## config.mk

```make
export PLATFORM = sky130hd
export DESIGN_NAME = mul_bus_master_flat
export DESIGN_NICKNAME = d
export VERILOG_FILES = /design/src/rtl/mul_pkg.sv /design/src/rtl/mul_bus_master_if.sv /design/src/rtl/mul_tmo_cnt.sv /design/src/rtl/mul_bus_master.sv /design/src/flat_wrapper.sv
export SDC_FILE = /design/constraint.sdc
export NUM_CORES = 1
export LEC_CHECK = 0
export CORE_ASPECT_RATIO = 1.25
export CORE_UTILIZATION = 35
export CTS_CLUSTER_SIZE = 8
export DETAILED_ROUTE_END_ITERATION = 7
export PLACE_DENSITY_LB_ADDON = 0.25
export SLEW_MARGIN = 30
export SYNTH_ARGS = -nofsm -noshare
export SYNTH_HDL_FRONTEND = slang
export SYNTH_SLANG_ARGS = --single-unit
```

## constraint.sdc

```tcl
create_clock -name clk -period 1.7 [get_ports clk]
set_input_delay 0.255 -clock clk [delete_from_list [all_inputs] [get_ports clk]]
set_output_delay 0.255 -clock clk [all_outputs]
set_load 0.05 [all_outputs]
```

## src/rtl/mul_pkg.sv

```systemverilog
// Shared definitions for the multiplier bus master: FSM state encoding,
// default parameter values and a small state-classification helper.
package mul_pkg;

  typedef enum logic [2:0] {
    ST_INIT = 3'd0,  // multiplier held in clear
    ST_IDLE = 3'd1,  // waiting for an operand pair
    ST_WR0  = 3'd2,  // writing operand 0
    ST_WR1  = 3'd3,  // writing operand 1
    ST_RD   = 3'd4,  // reading the product
    ST_OUT  = 3'd5   // presenting the product downstream
  } state_e;

  localparam int SZIN_DEF     = 8;
  localparam int TMO_DEF      = 16;
  localparam int INIT_CYC_DEF = 2;

  // True for the states that drive a multiplier bus phase and are timed.
  function automatic logic is_bus_phase(input state_e s);
    return s inside {ST_WR0, ST_WR1, ST_RD};
  endfunction

endpackage

```

## src/rtl/mul_bus_master_if.sv

```systemverilog
// Multiplier bus between the master and an external multiplier.
//   mul_sel     select to multiplier
//   mul_wrt     1 = operand write, 0 = result read
//   mul_nres    active-low clear
//   mul_addr_b  operand address (0 = operand 0, 1 = operand 1)
//   mul_wdata   operand write data
//   mul_rdata   product returned by the multiplier (2*SZin-1 bits)
//   mul_ready   multiplier has completed the current phase
interface mul_bus_master_if import mul_pkg::*; #(
  parameter int SZin = SZIN_DEF
) ();

  logic              mul_sel;
  logic              mul_wrt;
  logic              mul_nres;
  logic              mul_addr_b;
  logic [SZin-1:0]   mul_wdata;
  logic [2*SZin-2:0] mul_rdata;
  logic              mul_ready;

  modport master (
    output mul_sel, mul_wrt, mul_nres, mul_addr_b, mul_wdata,
    input  mul_rdata, mul_ready
  );

  modport slave (
    input  mul_sel, mul_wrt, mul_nres, mul_addr_b, mul_wdata,
    output mul_rdata, mul_ready
  );

endinterface

```

## src/rtl/mul_tmo_cnt.sv

```systemverilog
// Per-phase timeout counter.
//   clk, res  clock / async active-high reset
//   clr       restart the count (has priority over en)
//   en        a timed bus phase is in progress
//   expired   current cycle is the TMO-th cycle of the phase
// The count equals the number of completed cycles in the phase, so expired
// is raised during the last allowed cycle; a ready in that same cycle still
// wins because the FSM checks ready before expired.
module mul_tmo_cnt #(
  parameter int TMO = 16
) (
  input  logic clk,
  input  logic res,
  input  logic clr,
  input  logic en,
  output logic expired
);

  localparam int CW = $clog2(TMO + 1);

  logic [CW-1:0] cnt;

  always_ff @(posedge clk or posedge res) begin
    if (res)                 cnt <= '0;
    else if (clr)            cnt <= '0;
    else if (en && !expired) cnt <= cnt + 1'b1;
  end

  assign expired = en && (cnt == CW'(TMO - 1));

endmodule

```

## src/rtl/mul_bus_master.sv

```systemverilog
// Bus master that feeds operand pairs to an external multiplier and returns
// the product on a valid/ready stream.
//   clk, res                       clock / async active-high reset
//   in_valid, in_ready, in_a, in_b operand pair stream (two's complement)
//   out_valid, out_ready, out_data product stream (2*SZin-1 bits, as delivered)
//   out_err                        one-cycle pulse: a bus phase timed out
//   bus                            multiplier bus (master side)
// Sequence per pair: WR0 (operand 0), WR1 (operand 1), RD (product), OUT.
// A phase that sees no mul_ready within TMO cycles drops the pair and sends
// the multiplier back through a clear sequence.
module mul_bus_master import mul_pkg::*; #(
  parameter int SZin     = SZIN_DEF,
  parameter int TMO      = TMO_DEF,
  parameter int INIT_CYC = INIT_CYC_DEF
) (
  input  logic              clk,
  input  logic              res,
  input  logic              in_valid,
  output logic              in_ready,
  input  logic [SZin-1:0]   in_a,
  input  logic [SZin-1:0]   in_b,
  output logic              out_valid,
  input  logic              out_ready,
  output logic [2*SZin-2:0] out_data,
  output logic              out_err,
  mul_bus_master_if.master  bus
);

  localparam int ICW = (INIT_CYC > 1) ? $clog2(INIT_CYC) : 1;

  state_e          state;
  logic [ICW-1:0]  icnt;
  logic [SZin-1:0] a_q, b_q;
  logic            in_phase, tmo_clr, expired;

  // Any completed phase restarts the count, so each WR0/WR1/RD entry
  // begins from zero.
  assign in_phase = is_bus_phase(state);
  assign tmo_clr  = !in_phase || bus.mul_ready;

  mul_tmo_cnt #(.TMO(TMO)) u_tmo (
    .clk     (clk),
    .res     (res),
    .clr     (tmo_clr),
    .en      (in_phase),
    .expired (expired)
  );

  // Write data follows the registered operand address, so it only changes
  // at the same edges as the rest of the bus.
  assign bus.mul_wdata = bus.mul_addr_b ? b_q : a_q;

  always_ff @(posedge clk or posedge res) begin
    if (res) begin
      state          <= ST_INIT;
      icnt           <= '0;
      a_q            <= '0;
      b_q            <= '0;
      in_ready       <= 1'b0;
      out_valid      <= 1'b0;
      out_err        <= 1'b0;
      out_data       <= '0;
      bus.mul_sel    <= 1'b0;
      bus.mul_wrt    <= 1'b0;
      bus.mul_nres   <= 1'b0;
      bus.mul_addr_b <= 1'b0;
    end else begin
      out_err <= 1'b0;
      case (state)
        ST_INIT: begin
          bus.mul_sel  <= 1'b1;
          bus.mul_nres <= 1'b0;
          if (icnt == ICW'(INIT_CYC - 1)) begin
            state        <= ST_IDLE;
            icnt         <= '0;
            bus.mul_sel  <= 1'b0;
            bus.mul_nres <= 1'b1;
            in_ready     <= 1'b1;
          end else begin
            icnt <= icnt + 1'b1;
          end
        end

        ST_IDLE: begin
          if (in_valid) begin
            a_q            <= in_a;
            b_q            <= in_b;
            in_ready       <= 1'b0;
            state          <= ST_WR0;
            bus.mul_sel    <= 1'b1;
            bus.mul_wrt    <= 1'b1;
            bus.mul_addr_b <= 1'b0;
          end
        end

        ST_WR0, ST_WR1, ST_RD: begin
          if (bus.mul_ready) begin
            case (state)
              ST_WR0: begin
                state          <= ST_WR1;
                bus.mul_addr_b <= 1'b1;
              end
              ST_WR1: begin
                state          <= ST_RD;
                bus.mul_wrt    <= 1'b0;
                bus.mul_addr_b <= 1'b0;
              end
              default: begin
                state       <= ST_OUT;
                out_data    <= bus.mul_rdata;
                out_valid   <= 1'b1;
                bus.mul_sel <= 1'b0;
              end
            endcase
          end else if (expired) begin
            // Drop the pair and re-clear the multiplier.
            state          <= ST_INIT;
            icnt           <= '0;
            out_err        <= 1'b1;
            bus.mul_sel    <= 1'b1;
            bus.mul_wrt    <= 1'b0;
            bus.mul_nres   <= 1'b0;
            bus.mul_addr_b <= 1'b0;
          end
        end

        ST_OUT: begin
          if (out_ready) begin
            state     <= ST_IDLE;
            out_valid <= 1'b0;
            in_ready  <= 1'b1;
          end
        end

        default: begin
          state <= ST_INIT;
          icnt  <= '0;
        end
      endcase
    end
  end

endmodule

```

## src/flat_wrapper.sv

```systemverilog
// flat-port wrapper written by rule: the top's interface ports become plain ports
module mul_bus_master_flat import mul_pkg::*;
#(
  parameter int SZin     = SZIN_DEF,
  parameter int TMO      = TMO_DEF,
  parameter int INIT_CYC = INIT_CYC_DEF
)
  (clk, res, in_valid, in_ready, in_a, in_b, out_valid, out_ready, out_data, out_err, bus_mul_sel, bus_mul_wrt, bus_mul_nres, bus_mul_addr_b, bus_mul_wdata, bus_mul_rdata, bus_mul_ready);
  mul_bus_master_if #(.SZin(SZin)) bus_i ();
  input  logic clk;
  input  logic res;
  input  logic in_valid;
  output logic in_ready;
  input  logic [SZin-1:0] in_a;
  input  logic [SZin-1:0] in_b;
  output logic out_valid;
  input  logic out_ready;
  output logic [2*SZin-2:0] out_data;
  output logic out_err;
  output wire logic [$bits(bus_i.mul_sel)-1:0] bus_mul_sel;
  output wire logic [$bits(bus_i.mul_wrt)-1:0] bus_mul_wrt;
  output wire logic [$bits(bus_i.mul_nres)-1:0] bus_mul_nres;
  output wire logic [$bits(bus_i.mul_addr_b)-1:0] bus_mul_addr_b;
  output wire logic [$bits(bus_i.mul_wdata)-1:0] bus_mul_wdata;
  input wire logic [$bits(bus_i.mul_rdata)-1:0] bus_mul_rdata;
  input wire logic [$bits(bus_i.mul_ready)-1:0] bus_mul_ready;
  assign bus_mul_sel = bus_i.mul_sel;
  assign bus_mul_wrt = bus_i.mul_wrt;
  assign bus_mul_nres = bus_i.mul_nres;
  assign bus_mul_addr_b = bus_i.mul_addr_b;
  assign bus_mul_wdata = bus_i.mul_wdata;
  assign bus_i.mul_rdata = bus_mul_rdata;
  assign bus_i.mul_ready = bus_mul_ready;
  mul_bus_master #(.SZin(SZin), .TMO(TMO), .INIT_CYC(INIT_CYC)) u_core (.clk(clk), .res(res), .in_valid(in_valid), .in_ready(in_ready), .in_a(in_a), .in_b(in_b), .out_valid(out_valid), .out_ready(out_ready), .out_data(out_data), .out_err(out_err), .bus(bus_i));
endmodule
```

### Word level (Yosys, flattened, before mapping)

Index checks and enable logic that the tools add are counted.
W data, S select, Z words.

| storage, ports and cells | value |
|---|---|
| register bits | 47 |
| bits of input ports | 36 |
| logic and storage cells | 99 |

| operators by class | value |
|---|---|
| add/subtract/negate cells | 2 |
| equality and inequality tests | 17 |
| muxes and demuxes | 39 |
| bitwise gates (word level) | 2 |
| reduce and logical (&&, ||, !) cells | 26 |

Operators by type and width:

| kind | count |
|---|---|
| $reduce_and A4 Y1 | 6 |
| $mux W1 | 21 |
| $mux W3 | 5 |
| $ne A2 B2 Y1 const B | 6 |
| $pmux W3 S4 | 1 |
| $mux W5 | 2 |
| $pmux W1 S2 | 5 |
| $pmux W1 S3 | 3 |
| $reduce_and A3 Y1 | 3 |
| $reduce_bool A3 Y1 | 3 |
| $mux W8 | 1 |
| $reduce_bool A2 Y1 | 4 |
| $eq A3 B2 Y1 const B | 2 |
| $eq A3 B3 Y1 const B | 2 |
| $ne A3 B3 Y1 const B | 2 |
| $pmux W3 S2 | 1 |
| $add A5 B1 Y5 const B | 1 |
| $eq A5 B4 Y1 const B | 1 |
| $ne A4 B2 Y1 const B | 1 |
| $reduce_or A2 Y1 | 2 |
| $eq A3 B1 Y1 const B | 1 |
| $logic_not A3 Y1 | 1 |
| $ne A3 B2 Y1 const B | 1 |
| $reduce_or A3 Y1 | 1 |
| 7 further kinds | 10 |

### Longest topological paths before layout

| logic depth | value |
|---|---|
| word-level depth | 7 |
| depth in mapped cells | 7 |

### Hierarchy

Synthesis repeated with hierarchy kept, for this count alone.

| second synthesis, totals | value |
|---|---|
| cell total of the unflattened synthesis | 184 |
| area total of the unflattened synthesis | 2317.2 sq um |

By module, submodules not included:

| module | instances | cells each | area each (sq um) | sequential area each (sq um) |
|---|---|---|---|---|
| mul_bus_master | 1 | 159 | 2038.2 | 1051.0 |
| mul_tmo_cnt | 1 | 25 | 279.0 | 125.1 |

### Worst setup path after synthesis

No wires, ideal clock.

| path | value |
|---|---|
| path type | reg-to-output |
| start point | register u_core.bus.mul_addr_b |
| end point | output port bus_mul_wdata[0] |
| data arrival time | 1.475 ns |
| data required time | 1.445 ns |
| path slack | -0.030 ns |
| stages on the path, launching flop included | 3 |
| path buffers | 1 |
| path through | dfrtp_1 -> clkbuf_1 -> mux2_2 |

| between the ends | value |
|---|---|
| word-level cells in the longest chain between the ends | 1 |

Ends and longest elaborated chain:

| item | line | RTL |
|---|---|---|
| start: declaration | mul_bus_master_if.sv:22 | `output mul_sel, mul_wrt, mul_nres, mul_addr_b, mul_wdata,` |
| start signal: assignment | mul_bus_master.sv:66 | `bus.mul_addr_b <= 1'b0;` |
| start signal: assignment | mul_bus_master.sv:92 | `bus.mul_addr_b <= 1'b0;` |
| start signal: assignment | mul_bus_master.sv:101 | `bus.mul_addr_b <= 1'b1;` |
| $mux W8 | mul_bus_master.sv:51 | `assign bus.mul_wdata = bus.mul_addr_b ? b_q : a_q;` |
| end: declaration | flat_wrapper.sv:24 | `output wire logic [$bits(bus_i.mul_wdata)-1:0] bus_mul_wdata;` |

No other way between the ends.

### Final worst setup path

| path | value |
|---|---|
| start point | register u_core.bus.mul_addr_b |
| end point | output port bus_mul_wdata[1] |

Same word-level chain as after synthesis.

==> out/metrics.csv <==
metric,value,unit
synth_most_common_cell,dfrtp_1,
hpwl,3.176,mm
status,finished clean,
synth_cell_types,43,
layout.nets,283,
yosysTopAreaCellShare,0.5243,
cts_tree,built,
cpPeakStageDelay,0.38,ns
gr-total-overflow,0,
crit_start,u_core.bus.mul_addr_b$_DFFE_PP0P_,
fin_crit,1.615,ns
cp.arrival,1.36,ns
fp.coreArea,6166,µm²
rows,32,
cp_max_fo,11,
worst-r2r-cell-count,6,
rr_endpoint,u_core.bus.mul_nres$_DFFE_PP0P_,
crit_slowest_cell,dfrtp_2,
layout-drive-gt1-share,0.4204,
cts.root.buffer_cell,clkbuf_8,
synth_common_cells,"dfrtp_1 (47), mux2_2 (31), mux2_4 (10)",
clkSlewWorstSetupHoldPaths,0.08,ns
p_leak,1.387,nW
power.density,2006,nW/µm²
synth_seq_cells,47,
regToRegStartpoint,u_core.u_tmo.cnt[1]$_DFFE_PP0P_,
ys.flop_type,dfrtp_1,
htree_num_levels,2,
setup.worst_path.class,register to output port,
seqCellArea,1177,µm²
synth.net_count,209,
antenna_found_initial,0,
crit_path_end_kind,output port,
dieArea,6736,µm²
drtIter0Drc,33,
post-route-period-util,0.9503,
vias_per_cell,4.842,
syn_area,2243,µm²
layout_setup_ws,0.08454,ns
gp_congestion,0.7297,
dp_slack,-0.002335,ns
whs,0.2529,ns
synth_area_leaders,"dfrtp_1 (52%), mux2_2 (16%), mux2_4 (6.7%)",
crit_required,1.44,ns
maxCapViolCount,0,
area_delta_synth_final,39.49,%
grtUsageTotal,0.1432,
worstSetupEndpoint,bus_mul_wdata[1],
n_antenna_cell,0,
slew_violations,0,
cp_cell_sequence,buf_12 -> mux2_2 -> buf_4,
fill_cells,586,
async_flop_share,1.000,
first_global_vias,1632,
io_pins,66,
synth-seq-area-share,0.5243,
synthCells,171,
max-clock-path-buffers,2,
yosysTopAreaCell,dfrtp_1,
io_buffers,65,
fp.dieW,73.61,µm
grt_max_degree,20,
via_count,1598,
synth_edf_count,0,
rrSetupSlack,0.10,ns
drt-total-wl,4.366,mm
postCtsHoldBufs,0,
drc,0,
yosys_warnings,0,
finalNonFillerCells,330,
rsz0062_at_grt,no,
cts_made_buffers,5,
tightestPinTransition,0.5554,ns
initial_core_util,0.3638,
fmax,0.6190,GHz
start_kind,register,
wl_per_cell,13.23,µm
avgSynthCellArea,13.12,µm²
cts_sinks,47,
placedCellCount,321,
finClkSkew,0.007249,ns
setup_viol,0,
die_h,91.51,µm
clk_latency,0.29,ns
holdCritPathClass,primary input to asynchronous set/reset pin,
multiInputGateArea,984.7,µm²
hold_violations,0,
max_slew_margin,0.6290,
peakVddDrop,1.139,mV
drtAntennaViolNets,0,
first_pass_iters,4,
grt_pass1_wl,7.465,mm
cell usage in the layout, fill, tap and decap left out, types with 3 or more instances in the layout:
| cell | instances |
|---|---|
| mux2_2 | 31 |
| mux2i_1 | 3 |
| nor2b_1 | 5 |
| a21oi_1 | 4 |
| nor2_1 | 8 |
| dfrtp_1 | 46 |
| clkbuf_8 | 6 |
| o21ai_0 | 3 |
| buf_12 | 5 |
| clkdlybuf4s50_1 | 35 |
| nor3b_1 | 3 |
| inv_1 | 6 |
| mux2_4 | 10 |
| buf_4 | 38 |
what timing repair did:
| item | in CTS | in global routing |
|---|---|---|
| gates resized for setup | 2 | 4 |
| buffers inserted | 0 | 2 |
| endpoints found under the setup margin | 1 | 12 |
state kept, by name (all words and copies together) (netlist names):
register	cells
u_core.out_err	1
u_core.out_data	15
u_core.bus.mul_wrt	1
u_core.state	3
u_core.bus.mul_addr_b	1
u_core.in_ready	1
u_core.a_q	8
u_core.u_tmo.cnt	5
u_core.b_q	8
u_core.bus.mul_nres	1
u_core.icnt	1
u_core.out_valid	1
u_core.bus.mul_sel	1
worst max-delay path, delay by kind of cell, from the launching register on:
family / cells / cell delay (ns)
flip-flops: 1 / 0.38
buffers and inverters: 2 / 0.33
multiplexers: 1 / 0.34
cells by family (layout without fill, tap and decap cells):
kind of cell	Yosys count	in the layout	synth area share
xor+xnor	3	3	0.01171
flops	47	47	0.5243
buf+inv	19	93	0.04908
simple gates	31	31	0.08757
compound gates	25	25	0.08032
fa+ha+maj	2	2	0.01115
mux	44	44	0.2359
worst min-delay path by stage:
stage / from / to / slack, ns / cells past startpoint
after floorplan: bus_mul_rdata[10] / u_core.out_data[10]$_DFFE_PP0P_ / 0.40 / 1
after global placement: u_core.a_q[3]$_DFFE_PP0P_ / u_core.a_q[3]$_DFFE_PP0P_ / 0.49 / 1
after detailed placement: u_core.b_q[0]$_DFFE_PP0P_ / u_core.b_q[0]$_DFFE_PP0P_ / 0.49 / 1
after CTS: res / u_core.u_tmo.cnt[1]$_DFFE_PP0P_ / 0.26 / 2
after global routing: res / u_core.u_tmo.cnt[0]$_DFFE_PP0P_ / 0.29 / 2
final: res / u_core.u_tmo.cnt[0]$_DFFE_PP0P_ / 0.25 / 2
through the flow:
stage            util  instance area, µm²  total power, mW    TNS, ns
3_5_place_dp   0.4838                2983            5.607  -0.002335
6_report       0.5075                3129            6.276          0
4_1_cts        0.4996                3080            6.289          0
3_3_place_gp   0.4838                2983            5.569          0
5_1_grt        0.5075                3129            6.648          0
2_1_floorplan       -                2245            4.608          0
metal layers:
layer / vias up / track usage / share of wire
li1: 752 / - / -
met1: 775 / 0.1777 / 0.46
met2: 63 / 0.2324 / 0.46
met3: 8 / 0.03996 / 0.062
met4: 0 / 0.05449 / 0.015
met5: - / 0 / 0
layout make-up:
cell class	instances	area share
clock buffers	6	0.02639
clock inverters	1	0.001599
inverters	7	0.008397
multi-input cells	105	0.3147
flip-flops and latches	47	0.3762
well taps	85	0.03399
repair buffers	79	0.2387
power breakdown:
| group | internal, mW | leakage, nW | switching (mW) | total (mW) |
|---|---|---|---|---|
| clock | 0.319 | 0.0470 | 0.340 | 0.659 |
| combinational | 1.57 | 0.770 | 2.12 | 3.69 |
| sequential | 1.61 | 0.570 | 0.312 | 1.92 |
Note: power is estimated with default switching activity, not from simulation.
